==> src/rtl/trap_pkg.sv <==
// trap_pkg: shared constants and types for the trap controller.
//   - CSR addresses touched by trap entry/exit
//   - instruction encodings decoded in ID (ecall/ebreak/mret)
//   - synchronous exception cause codes
//   - FSM state enumeration
package trap_pkg;

  localparam logic [11:0] CSR_MSTATUS = 12'h300;
  localparam logic [11:0] CSR_MIE     = 12'h304;
  localparam logic [11:0] CSR_MTVEC   = 12'h305;
  localparam logic [11:0] CSR_MEPC    = 12'h341;
  localparam logic [11:0] CSR_MCAUSE  = 12'h342;

  localparam logic [31:0] INST_ECALL  = 32'h0000_0073;
  localparam logic [31:0] INST_EBREAK = 32'h0010_0073;
  localparam logic [31:0] INST_MRET   = 32'h3020_0073;

  localparam int unsigned CAUSE_ECALL_M    = 11;
  localparam int unsigned CAUSE_BREAKPOINT = 3;

  // mstatus bit positions used by the entry/exit sequences
  localparam int unsigned MSTATUS_MIE  = 3;
  localparam int unsigned MSTATUS_MPIE = 7;

  typedef enum logic [2:0] {
    IDLE        = 3'd0,
    WR_MEPC     = 3'd1,
    WR_MCAUSE   = 3'd2,
    WR_MSTATUS  = 3'd3,
    MRET_STATUS = 3'd4,
    JUMP        = 3'd5
  } trap_state_e;

endpackage

==> src/rtl/irq_prio_enc.sv <==
// irq_prio_enc: masked fixed-priority encoder. Index 0 has highest priority.
// Ports:
//   req_i   [NUM_IRQ-1:0]  raw request lines
//   mask_i  [NUM_IRQ-1:0]  per-line enables
//   valid_o                at least one enabled request
//   idx_o   [IDX_W-1:0]    lowest enabled requesting index (0 when !valid_o)
module irq_prio_enc
  import trap_pkg::*;
#(
  parameter int NUM_IRQ = 4,
  parameter int IDX_W   = (NUM_IRQ > 1) ? $clog2(NUM_IRQ) : 1
) (
  input  logic [NUM_IRQ-1:0] req_i,
  input  logic [NUM_IRQ-1:0] mask_i,
  output logic               valid_o,
  output logic [IDX_W-1:0]   idx_o
);

  logic [NUM_IRQ-1:0] hit;

  generate
    for (genvar gi = 0; gi < NUM_IRQ; gi++) begin : g_mask
      assign hit[gi] = req_i[gi] & mask_i[gi];
    end
  endgenerate

  assign valid_o = |hit;

  // Scan from the top down so the lowest set index is the last to write.
  always_comb begin
    idx_o = '0;
    for (int i = NUM_IRQ - 1; i >= 0; i--) begin
      if (hit[i]) idx_o = IDX_W'(i);
    end
  end

endmodule

==> src/rtl/trap_ctrl.sv <==
// trap_ctrl: arbitrates interrupts and ecall/ebreak/mret seen in ID, sequences
// the CSR writes for trap entry/exit, stalls the pipeline while doing so and
// finishes with a one-cycle redirect.
// Ports:
//   clk, rst                 clock, asynchronous active-high reset
//   irq[NUM_IRQ]             level interrupt requests
//   inst, inst_addr          instruction and PC currently in ID
//   jump_flag_ex/addr_ex     EX redirect this cycle (used as irq return PC)
//   csr_mstatus/mie/mtvec/mepc  current CSR values
//   csr_we/wa/wd             CSR write port (registered)
//   stall_flag               hold IF/ID, squash ID->EX (combinational)
//   jump_flag/jump_addr      one-cycle redirect (registered)
//   trap_active              FSM not in IDLE
module trap_ctrl
  import trap_pkg::*;
#(
  parameter int NUM_IRQ        = 4,
  parameter int XLEN           = 32,
  parameter int IRQ_CAUSE_BASE = 16,
  parameter bit VECTORED_EN    = 1'b1
) (
  input  logic               clk,
  input  logic               rst,
  input  logic [NUM_IRQ-1:0] irq,
  input  logic [31:0]        inst,
  input  logic [XLEN-1:0]    inst_addr,
  input  logic               jump_flag_ex,
  input  logic [XLEN-1:0]    jump_addr_ex,
  input  logic [XLEN-1:0]    csr_mstatus,
  input  logic [XLEN-1:0]    csr_mie,
  input  logic [XLEN-1:0]    csr_mtvec,
  input  logic [XLEN-1:0]    csr_mepc,
  output logic               csr_we,
  output logic [11:0]        csr_wa,
  output logic [XLEN-1:0]    csr_wd,
  output logic               stall_flag,
  output logic               jump_flag,
  output logic [XLEN-1:0]    jump_addr,
  output logic               trap_active
);

  localparam int IDX_W = (NUM_IRQ > 1) ? $clog2(NUM_IRQ) : 1;

  trap_state_e state_q, state_d;

  logic [XLEN-1:0] cause_q, cause_d;
  logic [XLEN-1:0] ret_pc_q, ret_pc_d;
  logic [XLEN-1:0] target_q, target_d;

  logic            csr_we_q, csr_we_d;
  logic [11:0]     csr_wa_q, csr_wa_d;
  logic [XLEN-1:0] csr_wd_q, csr_wd_d;
  logic            jump_flag_q, jump_flag_d;
  logic [XLEN-1:0] jump_addr_q, jump_addr_d;

  // Only the mie bits that map onto irq lines matter.
  logic unused_mie_bits;
  assign unused_mie_bits = ^csr_mie;

  // ---------------------------------------------------------------- decode
  logic             is_ecall, is_ebreak, is_mret;
  logic             irq_valid, irq_req;
  logic [IDX_W-1:0] irq_idx;
  logic [XLEN-1:0]  irq_code;
  logic [XLEN-1:0]  mtvec_base;
  logic             in_idle, take_sync, take_mret, take_irq;

  irq_prio_enc #(
    .NUM_IRQ (NUM_IRQ),
    .IDX_W   (IDX_W)
  ) u_prio (
    .req_i   (irq),
    .mask_i  (csr_mie[IRQ_CAUSE_BASE +: NUM_IRQ]),
    .valid_o (irq_valid),
    .idx_o   (irq_idx)
  );

  assign is_ecall   = (inst == INST_ECALL);
  assign is_ebreak  = (inst == INST_EBREAK);
  assign is_mret    = (inst == INST_MRET);
  assign irq_req    = irq_valid & csr_mstatus[MSTATUS_MIE];
  assign irq_code   = XLEN'(IRQ_CAUSE_BASE) + XLEN'(irq_idx);
  assign mtvec_base = {csr_mtvec[XLEN-1:2], 2'b00};

  assign in_idle   = (state_q == IDLE);
  assign take_sync = in_idle & (is_ecall | is_ebreak);
  assign take_mret = in_idle & ~(is_ecall | is_ebreak) & is_mret;
  assign take_irq  = in_idle & ~(is_ecall | is_ebreak | is_mret) & irq_req;

  assign stall_flag  = ~in_idle | take_sync | take_mret | take_irq;
  assign trap_active = ~in_idle;

  // ------------------------------------------- values captured on detection
  always_comb begin
    cause_d  = cause_q;
    ret_pc_d = ret_pc_q;
    target_d = target_q;
    if (take_sync) begin
      cause_d  = is_ecall ? XLEN'(CAUSE_ECALL_M) : XLEN'(CAUSE_BREAKPOINT);
      ret_pc_d = inst_addr;
      target_d = mtvec_base;
    end else if (take_mret) begin
      target_d = csr_mepc;
    end else if (take_irq) begin
      cause_d  = {1'b1, irq_code[XLEN-2:0]};
      ret_pc_d = jump_flag_ex ? jump_addr_ex : inst_addr;
      // Vectored mode only offsets interrupts; exceptions use the base.
      if (VECTORED_EN && csr_mtvec[1:0] == 2'b01)
        target_d = mtvec_base + (irq_code << 2);
      else
        target_d = mtvec_base;
    end
  end

  // ------------------------------------------------------- state register
  always_ff @(posedge clk or posedge rst) begin
    if (rst) begin
      state_q     <= IDLE;
      cause_q     <= '0;
      ret_pc_q    <= '0;
      target_q    <= '0;
      csr_we_q    <= 1'b0;
      csr_wa_q    <= '0;
      csr_wd_q    <= '0;
      jump_flag_q <= 1'b0;
      jump_addr_q <= '0;
    end else begin
      state_q     <= state_d;
      cause_q     <= cause_d;
      ret_pc_q    <= ret_pc_d;
      target_q    <= target_d;
      csr_we_q    <= csr_we_d;
      csr_wa_q    <= csr_wa_d;
      csr_wd_q    <= csr_wd_d;
      jump_flag_q <= jump_flag_d;
      jump_addr_q <= jump_addr_d;
    end
  end

  // ------------------------------------------------------------ next state
  always_comb begin
    state_d = state_q;
    case (state_q)
      IDLE: begin
        if (take_sync || take_irq) state_d = WR_MEPC;
        else if (take_mret)        state_d = MRET_STATUS;
      end
      WR_MEPC:     state_d = WR_MCAUSE;
      WR_MCAUSE:   state_d = WR_MSTATUS;
      WR_MSTATUS:  state_d = JUMP;
      MRET_STATUS: state_d = JUMP;
      JUMP:        state_d = IDLE;
      default:     state_d = IDLE;
    endcase
  end

  // ---------------------------------------------------------------- outputs
  // Outputs are registered from state_d so each value is present during the
  // cycle its state is occupied.
  logic [XLEN-1:0] mstatus_entry, mstatus_exit;

  always_comb begin
    mstatus_entry               = csr_mstatus;
    mstatus_entry[MSTATUS_MPIE] = csr_mstatus[MSTATUS_MIE];
    mstatus_entry[MSTATUS_MIE]  = 1'b0;
    mstatus_exit                = csr_mstatus;
    mstatus_exit[MSTATUS_MIE]   = csr_mstatus[MSTATUS_MPIE];
    mstatus_exit[MSTATUS_MPIE]  = 1'b1;
  end

  always_comb begin
    csr_we_d    = 1'b0;
    csr_wa_d    = '0;
    csr_wd_d    = '0;
    jump_flag_d = 1'b0;
    jump_addr_d = '0;
    case (state_d)
      WR_MEPC: begin
        csr_we_d = 1'b1;
        csr_wa_d = CSR_MEPC;
        csr_wd_d = ret_pc_d;
      end
      WR_MCAUSE: begin
        csr_we_d = 1'b1;
        csr_wa_d = CSR_MCAUSE;
        csr_wd_d = cause_d;
      end
      WR_MSTATUS: begin
        csr_we_d = 1'b1;
        csr_wa_d = CSR_MSTATUS;
        csr_wd_d = mstatus_entry;
      end
      MRET_STATUS: begin
        csr_we_d = 1'b1;
        csr_wa_d = CSR_MSTATUS;
        csr_wd_d = mstatus_exit;
      end
      JUMP: begin
        jump_flag_d = 1'b1;
        jump_addr_d = target_d;
      end
      default: ;
    endcase
  end

  assign csr_we    = csr_we_q;
  assign csr_wa    = csr_wa_q;
  assign csr_wd    = csr_wd_q;
  assign jump_flag = jump_flag_q;
  assign jump_addr = jump_addr_q;

endmodule

==> config.mk <==
export PLATFORM = sky130hd
export DESIGN_NAME = trap_ctrl
export DESIGN_NICKNAME = d
export VERILOG_FILES = /design/src/rtl/trap_pkg.sv /design/src/rtl/irq_prio_enc.sv /design/src/rtl/trap_ctrl.sv
export SDC_FILE = /design/constraint.sdc
export NUM_CORES = 1
export LEC_CHECK = 0
export CAP_MARGIN = 20
export CORE_UTILIZATION = 24
export CTS_CLUSTER_DIAMETER = 50
export DETAILED_ROUTE_END_ITERATION = 8
export PLACE_DENSITY_LB_ADDON = 0.08
export SYNTH_ARGS = -nofsm -noshare
export SYNTH_HDL_FRONTEND = slang
export SYNTH_SLANG_ARGS = --single-unit
export TNS_END_PERCENT = 50
==> constraint.sdc <==
create_clock -name clk -period 4.25 [get_ports clk]
set_clock_uncertainty 0.1 [all_clocks]
set_input_delay 0.85 -clock clk [delete_from_list [all_inputs] [get_ports clk]]
set_output_delay 0.85 -clock clk [all_outputs]
set_load 0.005 [all_outputs]
# [Word level (Yosys, flattened, before mapping)]
# Cells that the tools add are included.
[op_classes] n_mul=0 div=0 n_mux=24 n_reduce_logical=6 n_eq_ne=13 shifts=0 magnitude_cmp=0 addsub=2 bitwise_logic=18
[ops] cell="$mux 32" n=12
[ops] cell="$pmux 32 s4" n=1
[ops] cell="$add 32x8->32" n=1
[ops] cell="$eq 32x21->1 const B" n=1
[ops] cell="$eq 32x30->1 const B" n=1
[ops] cell="$eq 32x7->1 const B" n=1
[ops] cell="$pmux 10 s3" n=1
[ops] cell="$eq 3x2->1 const B" n=4
[ops] cell="$pmux 3 s4" n=1
[ops] cell="$and 1x1->1" n=10
[ops] cell="$eq 3x3->1 const B" n=3
[ops] cell="$mux 2" n=4
[ops] cell="$reduce_or 4->1" n=2
[ops] cell="$add 5x2->6 const A" n=1
[ops] cell="$eq 3x1->1 const B" n=2
[ops] cell="$mux 3" n=2
[ops] cell="$or 1x1->1" n=5
[ops] cell="$mux 4" n=1
[ops] cell="$reduce_or 2->1" n=2
[ops] cell="$logic_not 3->1" n=1
[ops] cell="$not 1->1" n=3
[ops] cell="$eq 2x1->1 const B" n=1
[ops] cell="$mux 1" n=2
[ops] cell="$logic_or 1x1->1" n=1
[word_totals] ramBits=0 output_inout_bits=80 romBits=0 ff_bits=177 memories=0 word_cells=72 latch_bits=0 input_bits=231

# [Logic depth before layout (Yosys ltp)]
# Gate-level depths: netlist (run 1).
[logic_depth] ltp_word=12 depth_mapped=12 mapped_depth_nobuf=12

# [Cells and area by module]
# A second synthesis (run 1) with hierarchy kept.
[hier_totals] cells_unflattened=678 area_unflattened_um2=6618.8
[modules_own_cells] module="trap_ctrl" area_each_um2=6571.3 seq_area_each_um2=3428.3 n_inst=1 cells_each=671
[modules_own_cells] module="irq_prio_enc" area_each_um2=47.5 seq_area_each_um2=0.0 n_inst=1 cells_each=7

# [Worst setup path before layout (run 1)]
# No wires, ideal clock.
[synth_path] path_type="in2reg" startpoint="in irq[2]" endpoint="reg target_q[30]" path_slack_ns=0.861 cell_stages=12 t_arrival_ns=3.158 setup_time_ns=0.131 path_buffers=0 required_ns=4.019 cell_sequence="nand2_1 a32oi_1 a21oi_1 ha_1 inv_1 fa_1 and3b_1 o211ai_1 or2_0 o21ai_0 o21ai_0 or3_1"
[synth_via] elab_chain_cells=10 word_cells_on_any_way=13 cone_classes="add/sub: 2; mux: 7; bitwise: 3; reduce/logical: 1"
[synth_lines] element="from (decl)" line="trap_ctrl.sv:24" text="input logic [NUM_IRQ-1:0] irq,"
[synth_lines] element="$and 1x1->1 (*)" line="irq_prio_enc.sv:23" text="assign hit[gi] = req_i[gi] & mask_i[gi];"
[synth_lines] element="$mux 2 (3 in a row)" line="irq_prio_enc.sv:33" text="if (hit[i]) idx_o = IDX_W'(i);"
[synth_lines] element="$add 5x2->6" line="trap_ctrl.sv:82" text="assign irq_code = XLEN'(IRQ_CAUSE_BASE) + XLEN'(irq_idx);"
[synth_lines] element="$add 32x8->32" line="trap_ctrl.sv:109" text="target_d = mtvec_base + (irq_code << 2);"
[synth_lines] element="$mux 32" line="trap_ctrl.sv:108" text="if (VECTORED_EN && csr_mtvec[1:0] == 2'b01)"
[synth_lines] element="$mux 32 (*)" line="trap_ctrl.sv:104" text="end else if (take_irq) begin"
[synth_lines] element="$mux 32 (*)" line="trap_ctrl.sv:102" text="end else if (take_mret) begin"
[synth_lines] element="$mux 32 (*)" line="trap_ctrl.sv:98" text="if (take_sync) begin"
[synth_lines] element="named net target_d[30]" line="trap_ctrl.sv:48" text="logic [XLEN-1:0] target_q, target_d;"
[synth_lines] element="to (signal assigned)" line="trap_ctrl.sv:131" text="target_q <= target_d;"
[synth_lines] element="to (decl)" line="trap_ctrl.sv:48"
# Mark *: on every way through the listed nets, which the timed path passes. The rest lies on a longest branch.

# [Worst setup path in the final report (run 1)]
[layout_path] startpoint="in inst[15]" endpoint="out stall_flag"
[layout_via] elab_chain_cells=7 word_cells_on_any_way=15 cone_classes="eq/ne: 3; bitwise: 12"
[layout_lines] element="from (decl)" line="trap_ctrl.sv:25" text="input logic [31:0] inst,"
[layout_lines] element="$eq 32x7->1 or $eq 32x21->1 (tied branches)" line="trap_ctrl.sv:78, trap_ctrl.sv:79"
[layout_lines] element="$or 1x1->1" line="trap_ctrl.sv:86, trap_ctrl.sv:87, trap_ctrl.sv:88"
[layout_lines] element="$not 1->1 or $or 1x1->1 (tied branches)" line="trap_ctrl.sv:87, trap_ctrl.sv:88"
[layout_lines] element="$and 1x1->1 or $not 1->1 (tied branches)" line="trap_ctrl.sv:87, trap_ctrl.sv:88"
[layout_lines] element="$and 1x1->1 (on tied branches)" line="trap_ctrl.sv:87, trap_ctrl.sv:88"
[layout_lines] element="$or 1x1->1 or $and 1x1->1 (tied branches)" line="trap_ctrl.sv:90, trap_ctrl.sv:88"
[layout_lines] element="$or 1x1->1 (*)" line="trap_ctrl.sv:90" text="assign stall_flag = ~in_idle | take_sync | take_mret | take_irq;"
[layout_lines] element="to (decl)" line="trap_ctrl.sv:36" text="output logic stall_flag,"
# Every way passes the cells marked *; elsewhere a longest branch is shown, timed or not.

==> impl_metrics.ini, run 1 <==
[detailed_routing]
avgRoutedWirePerCell_um = 18.7
ant_nets = 0
drtIter0Drc = 292
dr_total_vias = 6288
totalWireLength_mm = 25.6
drtPass1Iterations = 8
post-route-drc-count = 0
viasPerCell = 4.59

[timing]
slew_viol_final = 0
setup_viol = 0
rsz0062_at_grt = no
slew-limit-headroom_pct = 36.6
final_hold_viol_count = 0
tightest_slew_ns = 0.950
min_period_ns = 4.05
clock.fmax_mhz = 247
fin_crit_sh_pct = 95.3

[finish]
final_cell_area_mm2 = 0.0107
final_common_cell = clkdlybuf4s50_1
final_cell_mix = clkdlybuf4s50_1 (275), dfrtp_1 (137), nand2_1 (110), nor2_1 (50), nand3_1 (48)
drive_gt1_share_pct = 8.32
post-route-util_pct = 39.4
nNetsFinal = 1219
area_growth_pct = 60.1
insertedDiodeCount = 0

[pwr]
p_per_area_mw_per_mm2 = 504
p_leak_nw = 4.44
irDropWorstVdd_mv = 0.239

[place]
gp_congestion = 0.780
place_area_mm2 = 0.0100
io_buffer_count = 275
post-dp-hpwl_mm = 18.5

[global_route]
grt_pass1_wl_mm = 39.5
grt_max_degree = 53
groute.usage.overall_pct = 18.3
grt.overflow.total = 0
grt_pass1_vias = 6532
antenna_found_initial = 1

[worst_setup_path]
critPathLaunchType = input pin
cp.arrival_ns = 3.10
cp_common_cell = clkdlybuf4s50_1
cp_data_required_time_ns = 3.30
path_buf_inv = 2
crit_fanout = 2
path_class = input pin to output port
rr_endpoint = csr_wd[29]
critPathTopFamily = simple AND/OR/NAND/NOR gates
cp_slowest_stage_delay_ns = 0.56
worst_setup_path_startpoint = inst[15]
cpMaxStageDelayCell = or4_1
crit_path_end_kind = output port
regToRegSetupSlack_ns = 1.15
path_cells = clkdlybuf4s50_1, or4_1, or2_1, a2111oi_4, nor2_1, nand2_1, clkdlybuf4s50_1
reg2reg_depth = 7
crit_end = stall_flag
r2r-start = state_q[2]
path_depth = 7

[clock_tree]
clock_sinks = 137
cts_setup_buffers = 0
cts_tree = yes
numCtsBuffers = 17
path_clk_slew_ns = 0.06
postCtsHoldBufs = 0
htreeDepth = 4
cts_root_buffer = clkbuf_16
post_cts_resize_count = 0
cts.path.max_buffers = 2
worstSkewPairLatency_ns = 0.42

[die]
die_w_um = 169
start_util_pct = 24.6
io_pins = 311
fp-row-count = 60
dieArea_mm2 = 0.0285
core-area_mm2 = 0.0271
die_h_um = 169

[yosys]
yosys_warnings = 0
synth_area_mm2 = 0.00668
async_flop_share_pct = 100
synth.distinct_cells = 66
synth_edf_count = 0
avgSynthCellArea_um2 = 9.42
ys.flop_type = dfrtp_1
synth_seq_cells = 137
synth_cells = 709
ys_seq_area_share_pct = 51.3

[flow_run]
cap_violations = 0

[outcome]
status = finished, final reports clean

[worst_hold_path]
min_path_type = register to register
## power breakdown
part	switching, mW	internal (mW)	total [mW]
Sequential	0.137	1.69	1.83
Combinational	0.835	0.998	1.83
Clock	0.645	1.08	1.72
## synthesized netlist by cell type, drive strengths merged (2+ instances only)
| master | count | area (um^2) |
|---|---|---|
| o31ai | 3 | 27.5 |
| a211o | 4 | 35.0 |
| xnor2 | 12 | 105 |
| o2111ai | 5 | 43.8 |
| buf | 33 | 178 |
| nand2b | 4 | 25.0 |
| or2 | 4 | 25.0 |
| o211a | 7 | 70.1 |
| a22o | 5 | 43.8 |
| a222oi | 2 | 20.0 |
| inv | 10 | 37.5 |
| nor3 | 14 | 75.1 |
| o21ai | 29 | 145 |
| or3 | 8 | 50.1 |
| and3 | 4 | 25.0 |
| o31a | 2 | 17.5 |
| nor2 | 53 | 201 |
| or4 | 6 | 45.0 |
| nor4b | 2 | 17.5 |
| a22oi | 38 | 285 |
| a211oi | 2 | 15.0 |
| nor2b | 3 | 18.8 |
| ha | 2 | 25.0 |
| and2 | 30 | 188 |
| a31oi | 4 | 25.0 |
| a41oi | 2 | 17.5 |
| dfrtp | 137 | 3430 |
| mux2i | 9 | 90.1 |
| nor4 | 4 | 25.0 |
| a21oi | 34 | 170 |
| xor2 | 7 | 61.3 |
| nand2 | 110 | 413 |
| clkbuf | 26 | 97.6 |
| o211ai | 8 | 65.1 |
| nand3 | 48 | 240 |
| nand4 | 12 | 75.1 |
| a221o | 3 | 30.0 |
| o22ai | 4 | 25.0 |
| o21a | 2 | 15.0 |
## sequential cells by signal, indices dropped and copies added (netlist names)
register	count
csr_wa	4
jump_addr	32
state_q	3
cause_q	32
target_q	32
csr_wd	32
jump_flag	1
csr_we	1
## metrics by stage
step | hold slack (ns) | setup TNS (ns) | cells | setup slack (ns) | total power [mW]
final | 0.383 | 0 | 1370 | 0.199 | 5.38
after global routing | 0.405 | 0 | 1370 | 0.0656 | 5.70
after CTS | 0.389 | 0 | 1370 | 0.158 | 5.46
after detailed placement | 0.370 | -0.00706 | 1338 | -0.00706 | 3.70
after global placement | 0.370 | -0.0339 | 1338 | -0.0237 | 3.70
after floorplan | 0.349 | 0 | 715 | 0.861 | 2.65
## cell families after synthesis
| group | count (synthesis) | synth area share (%) |
|---|---|---|
| other | 1 | 0.0562 |
| XOR/XNOR | 19 | 2.49 |
| adder cells (fa/ha/maj) | 3 | 0.675 |
| flip-flops | 137 | 51.3 |
| multiplexers | 10 | 1.52 |
| buffers and inverters | 69 | 4.69 |
| AND/OR/NAND/NOR | 308 | 22.1 |
| AO/OA/AOI/OAI | 162 | 17.1 |
## worst min path at each step
| stage | cells past startpoint | endpoint | slack [ns] | from |
|---|---|---|---|---|
| 5_1_grt | 1 | cause_q[28] | 0.40 | cause_q[28] |
| 3_5_place_dp | 2 | jump_addr[20] | 0.37 | target_q[20] |
| 2_1_floorplan | 2 | jump_addr[20] | 0.35 | target_q[20] |
| 6_report | 1 | cause_q[15] | 0.38 | cause_q[15] |
| 4_1_cts | 1 | cause_q[5] | 0.39 | cause_q[5] |
| 3_3_place_gp | 1 | cause_q[20] | 0.37 | cause_q[20] |
## final cells by class
| class | instances | area, um^2 |
|---|---|---|
| inverters | 10 | 41.3 |
| multi-input cells | 509 | 3000 |
| well taps | 372 | 465 |
| fillers | 2756 | 16400 |
| repair buffers | 310 | 3080 |
| clock buffers | 18 | 439 |
| clock inverters | 14 | 234 |
| flip-flops and latches | 137 | 3430 |
## per-layer routing
metal  GRT usage (%)  routed length (um)
met1            24.3               11800
met2            29.6               11900
met5               0                   0
met3            5.03                1680
met4            4.31                 257
Note: power is estimated with default switching activity, not from simulation.
==> run 2, diff against run 1 <==
clock period = 4.71 ns   (was 4.25 ns; I/O delays follow)
==> impl_metrics.ini, run 2 (synthesis gave the netlist of run 1 again) <==
[timing]
fin_tns_setup_ns = 0
clock.fmax_mhz = 235
timing.hold.ws_ns = 0.382
slew-limit-headroom_pct = 40.9
slew_viol_final = 0
rsz0062_at_grt = no
min_period_ns = 4.26
fin_crit_sh_pct = 90.4
tightest_slew_ns = 0.886
fin_ws_ns = 0.451
final_hold_viol_count = 0
setup_viol = 0

[die]
dieArea_mm2 = 0.0285
die_w_um = 169
io_pins = 311
die_h_um = 169
start_util_pct = 24.6
fp-row-count = 60
core-area_mm2 = 0.0271

[worst_setup_path]
crit_path_end_kind = output port
cpMaxStageDelayCell = or4_1
path_class = input pin to output port
cp_common_cell = clkdlybuf4s50_1
cp_data_required_time_ns = 3.67
reg2reg_depth = 6
critPathLaunchType = input pin
path_cells = clkdlybuf4s50_1, or4_1, or2_1, a2111oi_4, nor2_1, nand2_1, clkdlybuf4s50_1
crit_fanout = 2
cp.arrival_ns = 3.22
cp_slowest_stage_delay_ns = 0.57

[pwr]
irDropWorstVdd_mv = 0.208
p_leak_nw = 4.33
power_mw = 4.69
p_per_area_mw_per_mm2 = 446

[global_route]
grt_max_degree = 71
grt.overflow.total = 0
antenna_found_initial = 1
grt_pass1_vias = 6495
grt_pass1_wl_mm = 38.8
groute.usage.overall_pct = 18.0

[finish]
final_common_cell = clkdlybuf4s50_1
area_growth_pct = 57.5
drive_gt1_share_pct = 6.82
nNetsFinal = 1204
fillers = 2758
final_cell_mix = clkdlybuf4s50_1 (275), dfrtp_1 (137), nand2_1 (110), nor2_1 (50), nand3_1 (48)

[place]
io_buffer_count = 275
gp_congestion = 0.773
dp_slack_ns = 0.237
post-dp-hpwl_mm = 18.2

[worst_hold_path]
min_path_type = register to register
whs_path_depth = 1

[clock_tree]
post_cts_resize_count = 0
cts.path.max_buffers = 2
postCtsHoldBufs = 0
numCtsBuffers = 17
cts_tree = yes
path_clk_slew_ns = 0.06
cts_root_buffer = clkbuf_16
htreeDepth = 4
cts_setup_buffers = 0
clock_sinks = 137
worstSkewPairLatency_ns = 0.42

[detailed_routing]
ant_nets = 0
dr_total_vias = 6345
viasPerCell = 4.68
totalWireLength_mm = 25.5
post-route-drc-count = 0
drtPass1Iterations = 4
drtIter0Drc = 333
avgRoutedWirePerCell_um = 18.8

[outcome]
status = finished, final reports clean

[flow_run]
cap_violations = 0
==> run 2: power by group <==
| part | switching (mW) | total (mW) | internal, mW |
|---|---|---|---|
| Sequential | 0.127 | 1.65 | 1.52 |
| Clock | 0.557 | 1.41 | 0.850 |
| Combinational | 0.749 | 1.63 | 0.878 |
| Total | 1.43 | 4.69 | 3.25 |
==> run 2: worst paths after layout <==
check                           slack (ns)         from            end
worst max-delay path                  0.45     inst[15]     stall_flag
worst min-delay path                  0.38  cause_q[25]    cause_q[25]
worst max register to register        1.46   state_q[2]    target_q[4]
worst min register to register        0.38  cause_q[25]    cause_q[25]
max in group asynchronous             2.84          rst  jump_addr[15]
min in group asynchronous             0.90          rst     cause_q[7]
==> run 2: metrics by stage <==
step                instance area [um^2]  cells  utilization, %
floorplan                           6700    715               -
global placement                    9910   1323            36.6
detailed placement                  9910   1323            36.6
CTS                                10500   1354            38.8
global route                       10500   1354            38.8
finish                             10500   1355            38.8
==> run 2: critical path: cells and delay by family <==
family                 cells  cell delay, ns
AND/OR/NAND/NOR            4            1.01
buffers and inverters      2            0.94
AO/OA/AOI/OAI              1            0.34
==> run 2: cell type report <==
type                    instances  area (um^2)  area share, %
diodes                          1         2.50         0.0238
clock buffers                  18          439           4.18
clock inverters                13          168           1.59
inverters                      10         42.5          0.405
multi-input cells             509         3010           28.6
flip-flops and latches        137         3430           32.6
well taps                     372          465           4.43
repair buffers                295         2970           28.2
==> run 2: per-layer routing <==
layer | global-route usage (%) | vias to the layer above | routed length, um | share of wire (%)
met2 | 29.3 | 238 | 11800 | 46
met1 | 23.4 | 3055 | 11600 | 45
met4 | 4.31 | 0 | 259 | 1.0
met5 | 0 | - | 0 | 0
li1 | - | 3035 | - | -
met3 | 5.14 | 17 | 1810 | 7.1
==> run 3, diff against run 2 <==
CORE_UTILIZATION = 45   (was 24)
clock period = 5.5 ns   (was 4.71 ns; I/O delays follow)
==> impl_metrics.ini, run 3 (synthesis gave the netlist of run 1 again) <==
[clock_tree]
cts_tree = yes
cts.path.max_buffers = 2
clock_sinks = 137
worstSkewPairLatency_ns = 0.42
post_cts_resize_count = 0
htreeDepth = 4
postCtsHoldBufs = 0
numCtsBuffers = 17
cts_root_buffer = clkbuf_16
cts_setup_buffers = 0
path_clk_slew_ns = 0.05

[worst_setup_path]
rr_endpoint = target_q[31]
r2r-start = state_q[2]
path_cells = clkdlybuf4s50_1, or4_1, or2_1, a2111oi_4, nor2_1, nand2_1, clkdlybuf4s50_1
cp_common_cell = clkdlybuf4s50_1
crit_fanout = 2
cpMaxStageDelayCell = or4_1
critPathLaunchType = input pin
reg2reg_depth = 6
crit_path_end_kind = output port
path_class = input pin to output port
regToRegSetupSlack_ns = 1.99
cp_slowest_stage_delay_ns = 0.54
cp_data_required_time_ns = 4.30
cp.arrival_ns = 3.31

[detailed_routing]
avgRoutedWirePerCell_um = 19.0
totalWireLength_mm = 22.0
post-route-drc-count = 0
drtIter0Drc = 469
dr_total_vias = 6540
drtPass1Iterations = 7
viasPerCell = 5.65
ant_nets = 0

[finish]
area_growth_pct = 51.8
multiInputGateArea_mm2 = 0.00300
seqCellArea_mm2 = 0.00343
drive_gt1_share_pct = 5.65
insertedDiodeCount = 0
final_cell_mix = clkdlybuf4s50_1 (275), dfrtp_1 (137), nand2_1 (110), nor2_1 (51), nand3_1 (48)
final_common_cell = clkdlybuf4s50_1
fillers = 1098
nNetsFinal = 1196

[place]
io_buffer_count = 275
post-dp-hpwl_mm = 15.2
gp_congestion = 0.859

[timing]
setup_viol = 0
slew-limit-headroom_pct = 32.2
clock.fmax_mhz = 221
slew_viol_final = 0
rsz0062_at_grt = no
tightest_slew_ns = 1.01
fin_crit_sh_pct = 82.1
fin_tns_setup_ns = 0
min_period_ns = 4.51
final_hold_viol_count = 0

[worst_hold_path]
holdPathEnd = cause_q[21]
worst_hold_startpoint = cause_q[21]
min_path_type = register to register
whs_path_depth = 1

[global_route]
grt-busiest-layer = met2
antenna_found_initial = 0
met2_usage_pct = 50.3
grt_pass1_vias = 6513
grt.overflow.total = 0
grt_pass1_wl_mm = 33.5
grt_max_degree = 109
groute.usage.overall_pct = 29.1
grtUsageMet1_pct = 33.7
grt_use_met3_pct = 7.28

[pwr]
irDropWorstVdd_mv = 0.249
p_per_area_mw_per_mm2 = 387
power_mw = 3.92
p_leak_nw = 4.27

[die]
start_util_pct = 46.1
die_w_um = 124
dieArea_mm2 = 0.0153
die_h_um = 124
core-area_mm2 = 0.0145
fp-row-count = 44
io_pins = 311

[flow_run]
cap_violations = 0

[outcome]
status = finished, final reports clean
## run 3: power by group
part           internal, mW  leakage [nW]  switching, mW
Clock                 0.741         0.288          0.417
Sequential             1.31          1.80          0.103
Combinational         0.737          2.19          0.619
Total                  2.78          4.27           1.14
## run 3: worst max-delay path, delay by kind of cell
kind	cells	cell delay, ns
and+or+nand+nor	4	0.98
buffers and inverters	2	0.90
AOI/OAI and AO/OA	1	0.35
## run 3: worst max-delay path by stage
stage               startpoint           end  slack, ns  cells past startpoint
floorplan                  rst    cause_q[0]       0.63                      1
global placement        irq[3]  target_q[30]       0.87                     12
detailed placement      irq[3]  target_q[30]       0.86                     12
CTS                   inst[15]    stall_flag       0.98                      7
global route          inst[14]    stall_flag       0.88                      7
finish                inst[15]    stall_flag       0.99                      7
## run 3: per-layer routing
metal / wire, um / vias up
met3: 1900 / 60
li1: - / 3009
met2: 11000 / 311
met5: 0 / -
met4: 697 / 0
met1: 8390 / 3160
## run 3: area by class of cell
class,instances,share of cell area (%)
tap,184,2.27
multi-input combinational,509,29.6
inverter,10,0.420
timing repair buffer,287,28.0
clock buffer,22,4.68
clock inverter,8,1.19
sequential,137,33.8
## run 3: stage by stage
| step | hold slack [ns] | util, % | instance area [um^2] | instances | worst slack [ns] |
|---|---|---|---|---|---|
| floorplan | 0.349 | - | 6700 | 715 | 0.632 |
| global placement | 0.370 | 65.9 | 9540 | 1127 | 0.871 |
| detailed placement | 0.374 | 65.9 | 9540 | 1127 | 0.863 |
| CTS | 0.388 | 70.0 | 10100 | 1157 | 0.984 |
| global route | 0.407 | 70.0 | 10100 | 1157 | 0.877 |
| finish | 0.383 | 70.0 | 10100 | 1157 | 0.985 |
